===== src/rtl/hex_word_assembler_if.sv =====
// Character-in / word-out handshake bundle for hex_word_assembler.
// The block takes the slave side; whoever feeds characters and drains words takes master.
interface hex_word_assembler_if #(
   parameter int DIGITS = 4
);
   localparam int W  = 4 * DIGITS;
   localparam int CW = $clog2(DIGITS + 1);

   logic          in_valid;
   logic          in_ready;
   logic [7:0]    chr_i;
   logic [3:0]    nib_i;
   logic          out_valid;
   logic          out_ready;
   logic [W-1:0]  out_word;
   logic [CW-1:0] out_ndig;
   logic          out_err;

   modport slave (
      input  in_valid, chr_i, nib_i, out_ready,
      output in_ready, out_valid, out_word, out_ndig, out_err
   );

   modport master (
      output in_valid, chr_i, nib_i, out_ready,
      input  in_ready, out_valid, out_word, out_ndig, out_err
   );
endinterface


===== src/rtl/hex_word_assembler.sv =====
// Packs delimiter-terminated ASCII hex tokens into right-aligned words; malformed
// or over-long tokens are reported as a single error result.
module hex_word_assembler #(
   parameter int DIGITS = 4
) (
   input  logic                 clk,
   input  logic                 rst_n,
   hex_word_assembler_if.slave  bus
);
   localparam int W  = 4 * DIGITS;
   localparam int CW = $clog2(DIGITS + 1);

   typedef enum logic [1:0] {IDLE, ACCUM, SKIP, EMIT} state_t;

   state_t        r_state, w_state_nx;
   logic [W-1:0]  r_acc, w_acc_nx;
   logic [CW-1:0] r_cnt, w_cnt_nx;
   logic          r_err, w_err_nx;
   logic          w_take, w_is_hex, w_is_delim, w_emit;

   // Digit class comes from the character itself; nib_i is trusted only for digits.
   function automatic logic f_is_hex(input logic [7:0] c);
      return (c >= 8'h30 && c <= 8'h39) || (c >= 8'h41 && c <= 8'h46) ||
             (c >= 8'h61 && c <= 8'h66);
   endfunction

   assign w_is_hex   = f_is_hex(bus.chr_i);
   assign w_is_delim = (bus.chr_i == 8'h20) || (bus.chr_i == 8'h2C) ||
                       (bus.chr_i == 8'h0D) || (bus.chr_i == 8'h0A);
   assign w_emit     = (r_state == EMIT);
   assign w_take     = bus.in_valid && bus.in_ready;

   always_ff @(posedge clk or negedge rst_n) begin
      if (!rst_n) r_state <= IDLE;
      else        r_state <= w_state_nx;
   end

   always_ff @(posedge clk or negedge rst_n) begin
      if (!rst_n) begin
         r_acc <= '0;
         r_cnt <= '0;
         r_err <= 1'b0;
      end else begin
         r_acc <= w_acc_nx;
         r_cnt <= w_cnt_nx;
         r_err <= w_err_nx;
      end
   end

   always_comb begin
      w_state_nx = r_state;
      w_acc_nx   = r_acc;
      w_cnt_nx   = r_cnt;
      w_err_nx   = r_err;
      case (r_state)
         IDLE: begin
            // Leading delimiters are swallowed so empty tokens never emit.
            if (w_take) begin
               if (w_is_hex) begin
                  w_acc_nx   = W'(bus.nib_i);
                  w_cnt_nx   = CW'(1);
                  w_state_nx = ACCUM;
               end else if (!w_is_delim) begin
                  w_state_nx = SKIP;
               end
            end
         end
         ACCUM: begin
            if (w_take) begin
               if (w_is_hex) begin
                  if (r_cnt == CW'(DIGITS)) begin
                     w_state_nx = SKIP;
                  end else begin
                     w_acc_nx = (r_acc << 4) | W'(bus.nib_i);
                     w_cnt_nx = r_cnt + CW'(1);
                  end
               end else if (w_is_delim) begin
                  w_err_nx   = 1'b0;
                  w_state_nx = EMIT;
               end else begin
                  w_state_nx = SKIP;
               end
            end
         end
         SKIP: begin
            if (w_take && w_is_delim) begin
               w_err_nx   = 1'b1;
               w_state_nx = EMIT;
            end
         end
         EMIT: begin
            if (bus.out_ready) begin
               w_acc_nx   = '0;
               w_cnt_nx   = '0;
               w_err_nx   = 1'b0;
               w_state_nx = IDLE;
            end
         end
         default: w_state_nx = IDLE;
      endcase
   end

   // Error results carry no payload, so acc/cnt left over from SKIP are masked here.
   assign bus.in_ready  = !w_emit;
   assign bus.out_valid = w_emit;
   assign bus.out_err   = w_emit && r_err;
   assign bus.out_word  = (w_emit && !r_err) ? r_acc : '0;
   assign bus.out_ndig  = (w_emit && !r_err) ? r_cnt : '0;
endmodule

===== src/flat_wrapper.sv =====
// flat-port wrapper written by rule: the top's interface ports become plain ports
module hex_word_assembler_flat 
#(
   parameter int DIGITS = 4
)
  (clk, rst_n, bus_in_valid, bus_chr_i, bus_nib_i, bus_out_ready, bus_in_ready, bus_out_valid, bus_out_word, bus_out_ndig, bus_out_err);
  hex_word_assembler_if #(.DIGITS(DIGITS)) bus_i ();
  input  logic clk;
  input  logic rst_n;
  input wire logic [$bits(bus_i.in_valid)-1:0] bus_in_valid;
  input wire logic [$bits(bus_i.chr_i)-1:0] bus_chr_i;
  input wire logic [$bits(bus_i.nib_i)-1:0] bus_nib_i;
  input wire logic [$bits(bus_i.out_ready)-1:0] bus_out_ready;
  output wire logic [$bits(bus_i.in_ready)-1:0] bus_in_ready;
  output wire logic [$bits(bus_i.out_valid)-1:0] bus_out_valid;
  output wire logic [$bits(bus_i.out_word)-1:0] bus_out_word;
  output wire logic [$bits(bus_i.out_ndig)-1:0] bus_out_ndig;
  output wire logic [$bits(bus_i.out_err)-1:0] bus_out_err;
  assign bus_i.in_valid = bus_in_valid;
  assign bus_i.chr_i = bus_chr_i;
  assign bus_i.nib_i = bus_nib_i;
  assign bus_i.out_ready = bus_out_ready;
  assign bus_in_ready = bus_i.in_ready;
  assign bus_out_valid = bus_i.out_valid;
  assign bus_out_word = bus_i.out_word;
  assign bus_out_ndig = bus_i.out_ndig;
  assign bus_out_err = bus_i.out_err;
  hex_word_assembler #(.DIGITS(DIGITS)) u_core (.clk(clk), .rst_n(rst_n), .bus(bus_i));
endmodule

===== config.mk =====
export PLATFORM = sky130hd
export DESIGN_NAME = hex_word_assembler_flat
export DESIGN_NICKNAME = d
export VERILOG_FILES = /design/src/rtl/hex_word_assembler_if.sv /design/src/rtl/hex_word_assembler.sv /design/src/flat_wrapper.sv
export SDC_FILE = /design/constraint.sdc
export NUM_CORES = 1
export LEC_CHECK = 0
export BUFFER_PORTS_ARGS = -buffer_cell sky130_fd_sc_hd__buf_2
export CAP_MARGIN = 20
export CORE_ASPECT_RATIO = 1.5
export CORE_MARGIN = 10
export CORE_UTILIZATION = 45
export CTS_BUF_LIST = sky130_fd_sc_hd__clkbuf_16
export CTS_CLUSTER_SIZE = 30
export DETAILED_ROUTE_END_ITERATION = 8
export HOLD_SLACK_MARGIN = 0.05
export PLACE_DENSITY = 0.78
export SLEW_MARGIN = 15
export SYNTH_ARGS = -nofsm -noshare
export SYNTH_HDL_FRONTEND = slang
export SYNTH_SLANG_ARGS = --single-unit

===== constraint.sdc =====
create_clock -name clk -period 2.5 [get_ports clk]
set_clock_uncertainty 0.1 [all_clocks]
set_input_delay 0.375 -clock clk [delete_from_list [all_inputs] [get_ports clk]]
set_output_delay 0.375 -clock clk [all_outputs]
set_load 0.01 [all_outputs]

==> flow_summary_export.csv, run 1 <==
group,metric,value,unit
min_path,hold_path.class,"in -> reg",
timing,rsz0062_at_grt,"no",
yosys,syn_nets,166,
yosys,yosysUniqueCellTypes,35,
die,ios,38,
drt,via_per_inst,5.47,
clock_network,cts_inserted_buffers,3,
worst_setup_path,crit_arrival,1800,ps
min_path,holdPathEnd,"u_core.r_acc[0]",
power_and_ir_drop,switching_share,41.5,%
yosys,ys_ff_latch,22,
die,row_count,24,
power_and_ir_drop,power.share.combinational,49.5,%
yosys,synth_top_area_cell,"dfrtp_1",
timing,max_freq,439,MHz
yosys,avgSynthCellArea,9.43,um^2
clock_network,cts_max_path_buffers,2,
worst_setup_path,end_kind,"output pin",
die,die_h,87.1,um
worst_setup_path,regToRegSetupSlack,290,ps
worst_setup_path,worst_setup_path_start_kind,"flop",
worst_setup_path,timing.rr.end,"u_core.r_cnt[0]",
worst_setup_path,r2r_cells,7,
clock_network,postCtsSetupBuffers,0,
yosys,synthTopCellsByArea,"dfrtp_1, and2_1, a22o_1",
drt,postRouteAntennaNets,0,
clock_network,clkSinkCount,22,
yosys,synth-async-reset-ratio,100,%
grt,overflow,0,
min_path,worstHoldStart,"bus_nib_i[0]",
power_and_ir_drop,p_sw,0.000661,W
die,initial_core_util,46.8,%
finish,drive_above_1_share,25.5,%
drt,route.detailed.drc,0,
worst_setup_path,critPathMaxFanout,17,
yosys,yosysWarnings,0,
placement,dp_slack,299,ps
drt,routed_wl,3260,um
grt,grt_max_degree,23,
placement,place_hpwl,2660,um
yosys,seq_area_frac_synth,40.8,%
power_and_ir_drop,seqPwrFrac,29.7,%
grt,antenna_found_initial,0,
power_and_ir_drop,p_leak,0.858,nW
worst_setup_path,crit_start,"u_core.r_state[0]",
clock_network,cts_tree,"done",
status,status,"complete, no violations",
worst_setup_path,critPathKind,"reg -> out",
timing,tightest_slew,519,ps
timing,setup_ws,225,ps
die,die_x,64.7,um
clock_network,clock-root-buffer,"clkbuf_16",
yosys,synth.most_common_cell,"dfrtp_1",
drt,vias,1219,
power_and_ir_drop,peakVddDrop,0.700,mV
timing,whs,263,ps
finish,n_antenna_cell,0,
clock_network,clock_latency,250,ps
timing,finalSetupViolCount,0,
timing,fin_crit_sh,91.0,%
grt,grt_pass1_vias,1228,
yosys,synth_commonest_cells,"dfrtp_1, and2_1, a22o_1",
power_and_ir_drop,p_per_area,949,nW/um^2
die,core_area,2880,um^2
yosys,syn_inst,143,
timing,min_period,2280,ps
drt,drt-pass1-iter-count,4,
clock_network,htree_levels,1,
grt,grt_usage,11.7,%
die,dieArea,5630,um^2
timing,fin_tns_setup,0,ps
worst_setup_path,required,2030,ps
placement,gp_congestion,0.835,
yosys,synth_ff_type,"dfrtp_1",
yosys,netlist_area,1350,um^2
grt,grt_pass1_wl,5460,um
yosys,synth.top_cell.area_share,40.8,%
timing,hold_viol,0,
min_path,whs_path_depth,3,
flow_run,drv_cap,0,
placement,io_buffers,37,
drt,drtIter0Drc,40,
clock_network,clkTransAtPathRegs,60,ps
timing,slew-limit-headroom,65.2,%
power_and_ir_drop,clkPwrFrac,20.8,%
finish,syn2layout_area_growth,24.6,%
power_and_ir_drop,intPower,0.000934,W
drt,wl_per_cell,14.6,um
worst_setup_path,r2r_start,"u_core.r_state[1]",
finish,layout.nets,208,
yosys,synth_edf_count,0,
timing,maxSlewViolCount,0,
metal layers:
layer	track usage (%)	vias up	share of wire, %
met5	0	-	0
met4	4.30	0	1.8
met3	4.38	9	7.0
met2	21.4	37	50
met1	11.7	574	41
li1	-	599	-
state kept, by name (all words and copies together) (netlist names):
name and cells:
u_core.r_acc 16, u_core.r_cnt 3, u_core.r_state 2, u_core.r_err 1
critical path, stage by stage (launching register included):
cell and delay (ps):
dfrtp_1 410, ha_1 330, inv_1 100, buf_4 160, nor2_1 90, buf_4 190
and2_1 140, buf_2 120
worst max-delay path by stage:
stage	slack, ps	cells after the start	end
after floorplan	420	8	u_core.r_acc[12]
after global placement	360	7	u_core.r_cnt[0]
after detailed placement	300	7	u_core.r_cnt[0]
after CTS	220	7	bus_out_word[14]
after global routing	60	7	u_core.r_cnt[0]
final	220	7	bus_out_word[14]
cell type report:
cell class                      instances  area, um^2
Fill cell                             275        1200
Multi-Input combinational cell        108         747
Sequential cell                        22         551
Timing Repair Buffer                   42         225
Clock buffer                            3        75.1
Tap cell                               39        48.8
Inverter                                8        30.0
Clock inverter                          1        3.75
repair_timing:
item,in CTS,in global routing
resized for setup,0,0
hold buffers,1,0
hold endpoints to repair,22,0
kinds of logic after synthesis:
family | count (synthesis) | synth area share [%]
and+or+nand+nor | 58 | 23.7
xor gates and xnor gates | 1 | 0.649
muxes | 1 | 0.742
DFF | 22 | 40.8
buffers and inverters | 13 | 3.80
adders and majority gates | 7 | 6.49
AOI/OAI and AO/OA | 41 | 23.8
power groups by stage:
stage                     combinational, W  sequential, W  clock, W
after floorplan                   0.000561       0.000466         0
after global placement            0.000774       0.000476         0
after detailed placement          0.000794       0.000480         0
after CTS                         0.000797       0.000475  0.000336
after global routing              0.000897       0.000482  0.000351
final                             0.000790       0.000474  0.000331
placed cells by master (no fill, tap or decap):
master and count:
buf_4 4, a32oi_1 1, a211o_1 1, clkbuf_16 3
a2111o_1 1, inv_1 8, dfrtp_1 22, nor4bb_1 1
nor3_1 3, a211oi_1 2, and2_1 19, nand2_1 12
nand3_1 4, ha_1 7, nor4b_1 2, nor3b_1 1
a22o_1 13, a21o_1 2, nand2b_1 1, dlygate4sd3_1 1
clkinv_1 1, o32a_1 1, a221oi_4 1, a211oi_2 1
nor3_2 1, nand4_1 1, and4b_1 1, a221oi_1 2
mux2i_1 1, nor2b_1 1, a21oi_1 7, or3_1 2
nor2_1 9, xnor2_1 1, a31oi_1 2, o21ai_0 6
o21ai_1 1, buf_2 37
stage by stage:
stage	cell area, um^2	std cells	utilization (%)	total power, W
final	1680	223	58.3	0.00160
after CTS	1680	223	58.3	0.00161
after detailed placement	1590	218	55.2	0.00127
after global placement	1590	218	55.2	0.00125
after floorplan	1350	143	-	0.00103
after global routing	1680	223	58.3	0.00173
Note: power is estimated with default switching activity, not from simulation.
==> inputs of run 2 (changes only) <==
--- a/config.mk
+++ b/config.mk
@@ -14,7 +14,7 @@
 export CTS_CLUSTER_SIZE = 30
 export DETAILED_ROUTE_END_ITERATION = 8
 export HOLD_SLACK_MARGIN = 0.05
-export PLACE_DENSITY = 0.78
+export PLACE_DENSITY_LB_ADDON = 0.12
 export SLEW_MARGIN = 15
 export SYNTH_ARGS = -nofsm -noshare
 export SYNTH_HDL_FRONTEND = slang
==> constraint.sdc (replaced) <==
create_clock -name clk -period 2.5 [get_ports clk]
set_clock_uncertainty 0.1 [all_clocks]
set_input_delay 0.75 -clock clk [delete_from_list [all_inputs] [get_ports clk]]
set_output_delay 0.75 -clock clk [all_outputs]
set_load 0.01 [all_outputs]
==> flow_summary_export.csv, run 2 (synthesis results as in run 1) <==
group,metric,value,unit
grt,overflow,0,
timing,tightest_slew,525,ps
grt,antenna_found_initial,0,
worst_setup_path,path_buf_inv,3,
timing,rsz0062_at_grt,"no",
drt,routed_wl,3350,um
worst_setup_path,r2r_cells,8,
finish,layout_commonest_cell,"buf_2",
timing,max_freq,421,MHz
timing,setup_ws,122,ps
die,die_h,87.1,um
die,die_x,64.7,um
grt,grt_pass1_wl,5650,um
finish,final_core_util,62.0,%
status,status,"complete, no violations",
die,row_count,24,
finish,syn2layout_area_growth,32.6,%
drt,drtIter0Drc,43,
worst_setup_path,crit_arrival,1530,ps
finish,largest_register_ffs,16,
placement,dp_slack,-127,ps
finish,layout.nets,214,
clock_network,clock-root-buffer,"clkbuf_16",
clock_network,hold_buffers,0,
placement,place_hpwl,2690,um
worst_setup_path,regToRegSetupSlack,230,ps
clock_network,cts_max_path_buffers,2,
placement,post_dp_cell_area,1650,um^2
timing,slew-limit-headroom,64.9,%
timing,fin_crit_sh,95.1,%
power_and_ir_drop,p_per_area,1030,nW/um^2
clock_network,htree_levels,1,
clock_network,clkTransAtPathRegs,60,ps
worst_setup_path,cpPeakStageDelay,430,ps
clock_network,clkSinkCount,22,
worst_setup_path,crit_family,"flip-flops",
worst_setup_path,worst_path_max_delay_cell,"dfrtp_1",
worst_setup_path,path_cells,"ha_1 -> inv_1 -> nor2_4 -> buf_12 -> and2_1 -> buf_2",
drt,drt-pass1-iter-count,4,
grt,grt_pass1_vias,1284,
grt,grt_usage,12.3,%
placement,gp_congestion,0.919,
placement,io_buffers,37,
timing,fin_tns_setup,0,ps
die,ios,38,
worst_setup_path,worst_setup_path_start_kind,"flop",
finish,fin_area,1790,um^2
drt,vias,1221,
timing,finalSetupViolCount,0,
grt,grt_max_degree,23,
finish,n_antenna_cell,0,
die,initial_core_util,46.8,%
power_and_ir_drop,peakVddDrop,0.798,mV
drt,route.detailed.drc,0,
finish,largest_register,"u_core.r_acc",
finish,final_cell_mix,"buf_2, dfrtp_1, and2_1",
timing,min_period,2380,ps
worst_setup_path,r2r_start,"u_core.r_state[0]",
finish,num-fill-cells,272,
finish,largest_registers,"u_core.r_acc x16, u_core.r_cnt x3, u_core.r_state x2",
worst_setup_path,required,1650,ps
timing,maxSlewViolCount,0,
clock_network,cts_inserted_buffers,3,
flow_run,drv_cap,0,
drt,wl_per_cell,14.6,um
die,dieArea,5630,um^2
worst_setup_path,critPathMaxFanout,17,
min_path,hold_path.class,"in -> async",
drt,postRouteAntennaNets,0,
power_and_ir_drop,p_leak,0.915,nW
finish,drive_above_1_share,29.5,%
clock_network,cts_tree,"done",
worst_setup_path,end_kind,"output pin",
worst_setup_path,timing.rr.end,"u_core.r_state[0]",
drt,via_per_inst,5.33,
die,core_area,2880,um^2
worst_setup_path,critPathKind,"reg -> out",
clock_network,clock_latency,250,ps
timing,hold_viol,0,
[run 2: worst max-delay path by stage]
stage / startpoint / endpoint / slack (ps) / cells past startpoint
after floorplan: u_core.r_state[0] / bus_out_word[10] / 160 / 5
after global placement: bus_chr_i[5] / u_core.r_state[0] / -60 / 7
after detailed placement: bus_chr_i[7] / u_core.r_acc[12] / -130 / 6
after CTS: u_core.r_state[0] / u_core.r_acc[12] / 60 / 6
after global routing: u_core.r_state[0] / bus_out_word[1] / 30 / 6
final: u_core.r_state[0] / bus_out_word[6] / 120 / 6
[run 2: timing repair]
action / in CTS / in global routing
gates resized for setup: 2 / 1
buffers inserted: 0 / 1
gates cloned: 0 / 0
hold endpoints to repair: 0 / 0
endpoints found under the setup margin: 17 / 19
pin swaps: 0 / 1
[run 2: metal layers]
layer  vias up  routed length [um]  global-route usage [%]  part of all wire (%)
met2        26                1850                    23.0                    55
li1        610                   -                       -                     -
met5         -                   0                       0                     0
met1       583                1280                    12.7                    38
met4         0                  22                    3.71                  0.66
met3         2                 197                    3.74                   5.9
[run 2: final cells by class]
type	count	area, um^2	area share, %
well taps	39	48.8	2.73
inverters	8	30.0	1.68
repair buffers	48	293	16.4
clock buffers	3	75.1	4.20
clock inverters	1	30.0	1.68
multi-input cells	108	761	42.5
flip-flops and latches	22	551	30.8
[run 2: where the power goes]
part           internal (W)  switching [W]  leakage, nW
Clock              0.000317       0.000121       0.0511
Sequential         0.000419      0.0000597        0.293
Combinational      0.000398       0.000522        0.570
[run 2: stage by stage]
stage,cells,hold slack [ps],power [W]
global route,229,384,0.00198
finish,229,356,0.00184
floorplan,143,354,0.00103
detailed placement,224,388,0.00135
global placement,224,380,0.00133
CTS,228,370,0.00180
==> inputs of run 3 (changes only) <==
--- a/config.mk
+++ b/config.mk
@@ -7,7 +7,7 @@
 export LEC_CHECK = 0
 export BUFFER_PORTS_ARGS = -buffer_cell sky130_fd_sc_hd__buf_2
 export CAP_MARGIN = 20
-export CORE_ASPECT_RATIO = 1.5
+export CORE_ASPECT_RATIO = 1.25
 export CORE_MARGIN = 10
 export CORE_UTILIZATION = 45
 export CTS_BUF_LIST = sky130_fd_sc_hd__clkbuf_16
==> flow_summary_export.csv, run 3 (synthesis results as in run 1) <==
group,metric,value,unit
power_and_ir_drop,intPower,0.000992,W
finish,largest_registers,"u_core.r_acc x16, u_core.r_cnt x3, u_core.r_state x2",
flow_run,drv_cap,0,
clock_network,clock-root-buffer,"clkbuf_16",
drt,drt-pass1-iter-count,4,
power_and_ir_drop,seqPwrFrac,27.4,%
power_and_ir_drop,p_sw,0.000702,W
min_path,hold_path.class,"in -> async",
power_and_ir_drop,p_leak,0.875,nW
drt,vias,1242,
worst_setup_path,worst_setup_path_start_kind,"flop",
power_and_ir_drop,power.share.combinational,52.9,%
clock_network,clock_latency,250,ps
timing,finalSetupViolCount,0,
drt,via_per_inst,5.59,
finish,num-fill-cells,292,
die,die_x,69.0,um
status,status,"complete, no violations",
clock_network,clkTransAtPathRegs,60,ps
finish,syn2layout_area_growth,27.0,%
timing,maxSlewViolCount,0,
worst_setup_path,crit_arrival,2310,ps
die,dieArea,5600,um^2
placement,gp_congestion,0.824,
grt,grt_pass1_vias,1264,
grt,grt_pass1_wl,5780,um
clock_network,hold_buffers,0,
clock_network,htree_levels,1,
placement,io_buffers,37,
timing,max_freq,439,MHz
finish,largest_register_ffs,16,
timing,hold_viol,0,
grt,overflow,0,
power_and_ir_drop,fin_total_pwr,0.00169,W
finish,layout.nets,210,
die,die_h,81.2,um
timing,min_period,2280,ps
timing,whs,362,ps
power_and_ir_drop,peakVddDrop,0.759,mV
finish,final_cell_mix,"buf_2, dfrtp_1, and2_1",
die,ios,38,
finish,layout_commonest_cell,"buf_2",
timing,tightest_slew,506,ps
drt,postRouteAntennaNets,0,
timing,rsz0062_at_grt,"no",
power_and_ir_drop,clkPwrFrac,19.7,%
power_and_ir_drop,p_per_area,989,nW/um^2
placement,place_hpwl,2590,um
drt,route.detailed.drc,0,
finish,drive_above_1_share,28.0,%
clock_network,postCtsSetupBuffers,0,
timing,fin_crit_sh,91.0,%
worst_setup_path,critPathMaxFanout,22,
finish,largest_register,"u_core.r_acc",
grt,antenna_found_initial,0,
timing,slew-limit-headroom,66.3,%
clock_network,cts_tree,"done",
clock_network,cts_inserted_buffers,3,
worst_setup_path,required,2530,ps
grt,grt_max_degree,23,
worst_setup_path,end_kind,"flop",
clock_network,cts_max_path_buffers,2,
power_and_ir_drop,switching_share,41.4,%
die,initial_core_util,46.2,%
drt,routed_wl,3410,um
finish,n_antenna_cell,0,
die,core_area,2920,um^2
worst_setup_path,r2r_cells,8,
die,row_count,22,
drt,wl_per_cell,15.4,um
grt,grt_usage,12.9,%
worst_setup_path,critPathKind,"reg -> reg",
clock_network,clkSinkCount,22,
drt,drtIter0Drc,82,
run 3: changes by cell type in the layout (fill, tap and decap cells not counted), sizes merged:
cell	previous run	this run
clkinv	0	1
bufinv	1	0
buf	48	44
run 3: area by class of cell:
| cell class | count | area, um^2 | area share, % |
|---|---|---|---|
| Inverter | 8 | 30.0 | 1.75 |
| Clock buffer | 3 | 75.1 | 4.38 |
| Multi-Input combinational cell | 108 | 758 | 44.3 |
| Sequential cell | 22 | 551 | 32.1 |
| Tap cell | 36 | 45.0 | 2.63 |
| Timing Repair Buffer | 44 | 250 | 14.6 |
| Clock inverter | 1 | 3.75 | 0.219 |
run 3: stage by stage:
| step | instance area, um^2 | utilization [%] | TNS [ps] | std cells | setup WS [ps] |
|---|---|---|---|---|---|
| 2_1_floorplan | 1350 | - | 0 | 143 | 158 |
| 3_3_place_gp | 1620 | 55.6 | 0 | 218 | 32.3 |
| 3_5_place_dp | 1620 | 55.6 | -19.3 | 218 | -19.3 |
| 4_1_cts | 1700 | 58.4 | 0 | 222 | 25.5 |
| 5_1_grt | 1710 | 58.7 | 0 | 222 | 103 |
| 6_report | 1710 | 58.7 | 0 | 222 | 224 |
run 3: what timing repair did:
item,CTS,global route
endpoints found under the setup margin,17,18
gates resized for setup,1,2
cloned,0,0
run 3: path summary, 6_finish.rpt:
path                       slack [ps]         startpoint                to
setup / recovery                  220  u_core.r_state[1]   u_core.r_cnt[0]
hold / removal                    360              rst_n   u_core.r_acc[8]
setup reg to reg                  220  u_core.r_state[1]   u_core.r_cnt[0]
hold reg to reg                   390   u_core.r_acc[15]  u_core.r_acc[15]
max in group asynchronous        1590              rst_n  u_core.r_acc[11]
min in group clk                  390   u_core.r_acc[15]  u_core.r_acc[15]
run 3: per-layer routing:
layer / track usage [%] / wire, um / vias up
li1: - / - / 602
met1: 15.6 / 1410 / 599
met2: 22.3 / 1750 / 37
met3: 2.48 / 219 / 4
met4: 3.95 / 29 / 0
met5: 0 / 0 / -
run 3: power by group through the flow:
stage | combinational, W | clock (W) | sequential [W]
after detailed placement | 0.000873 | 0 | 0.000468
after global placement | 0.000844 | 0 | 0.000466
after floorplan | 0.000561 | 0 | 0.000466
after CTS | 0.000891 | 0.000338 | 0.000462
after global routing | 0.00101 | 0.000359 | 0.000472
final | 0.000896 | 0.000334 | 0.000463
run 3: worst max-delay path, cell delays in order (launching register included):
cell	delay, ps
dfrtp_1	350
buf_4	130
inv_1	70
ha_1	290
a211o_1	340
a21oi_2	210
o21ai_1	140
buf_12	180
a221oi_1	350
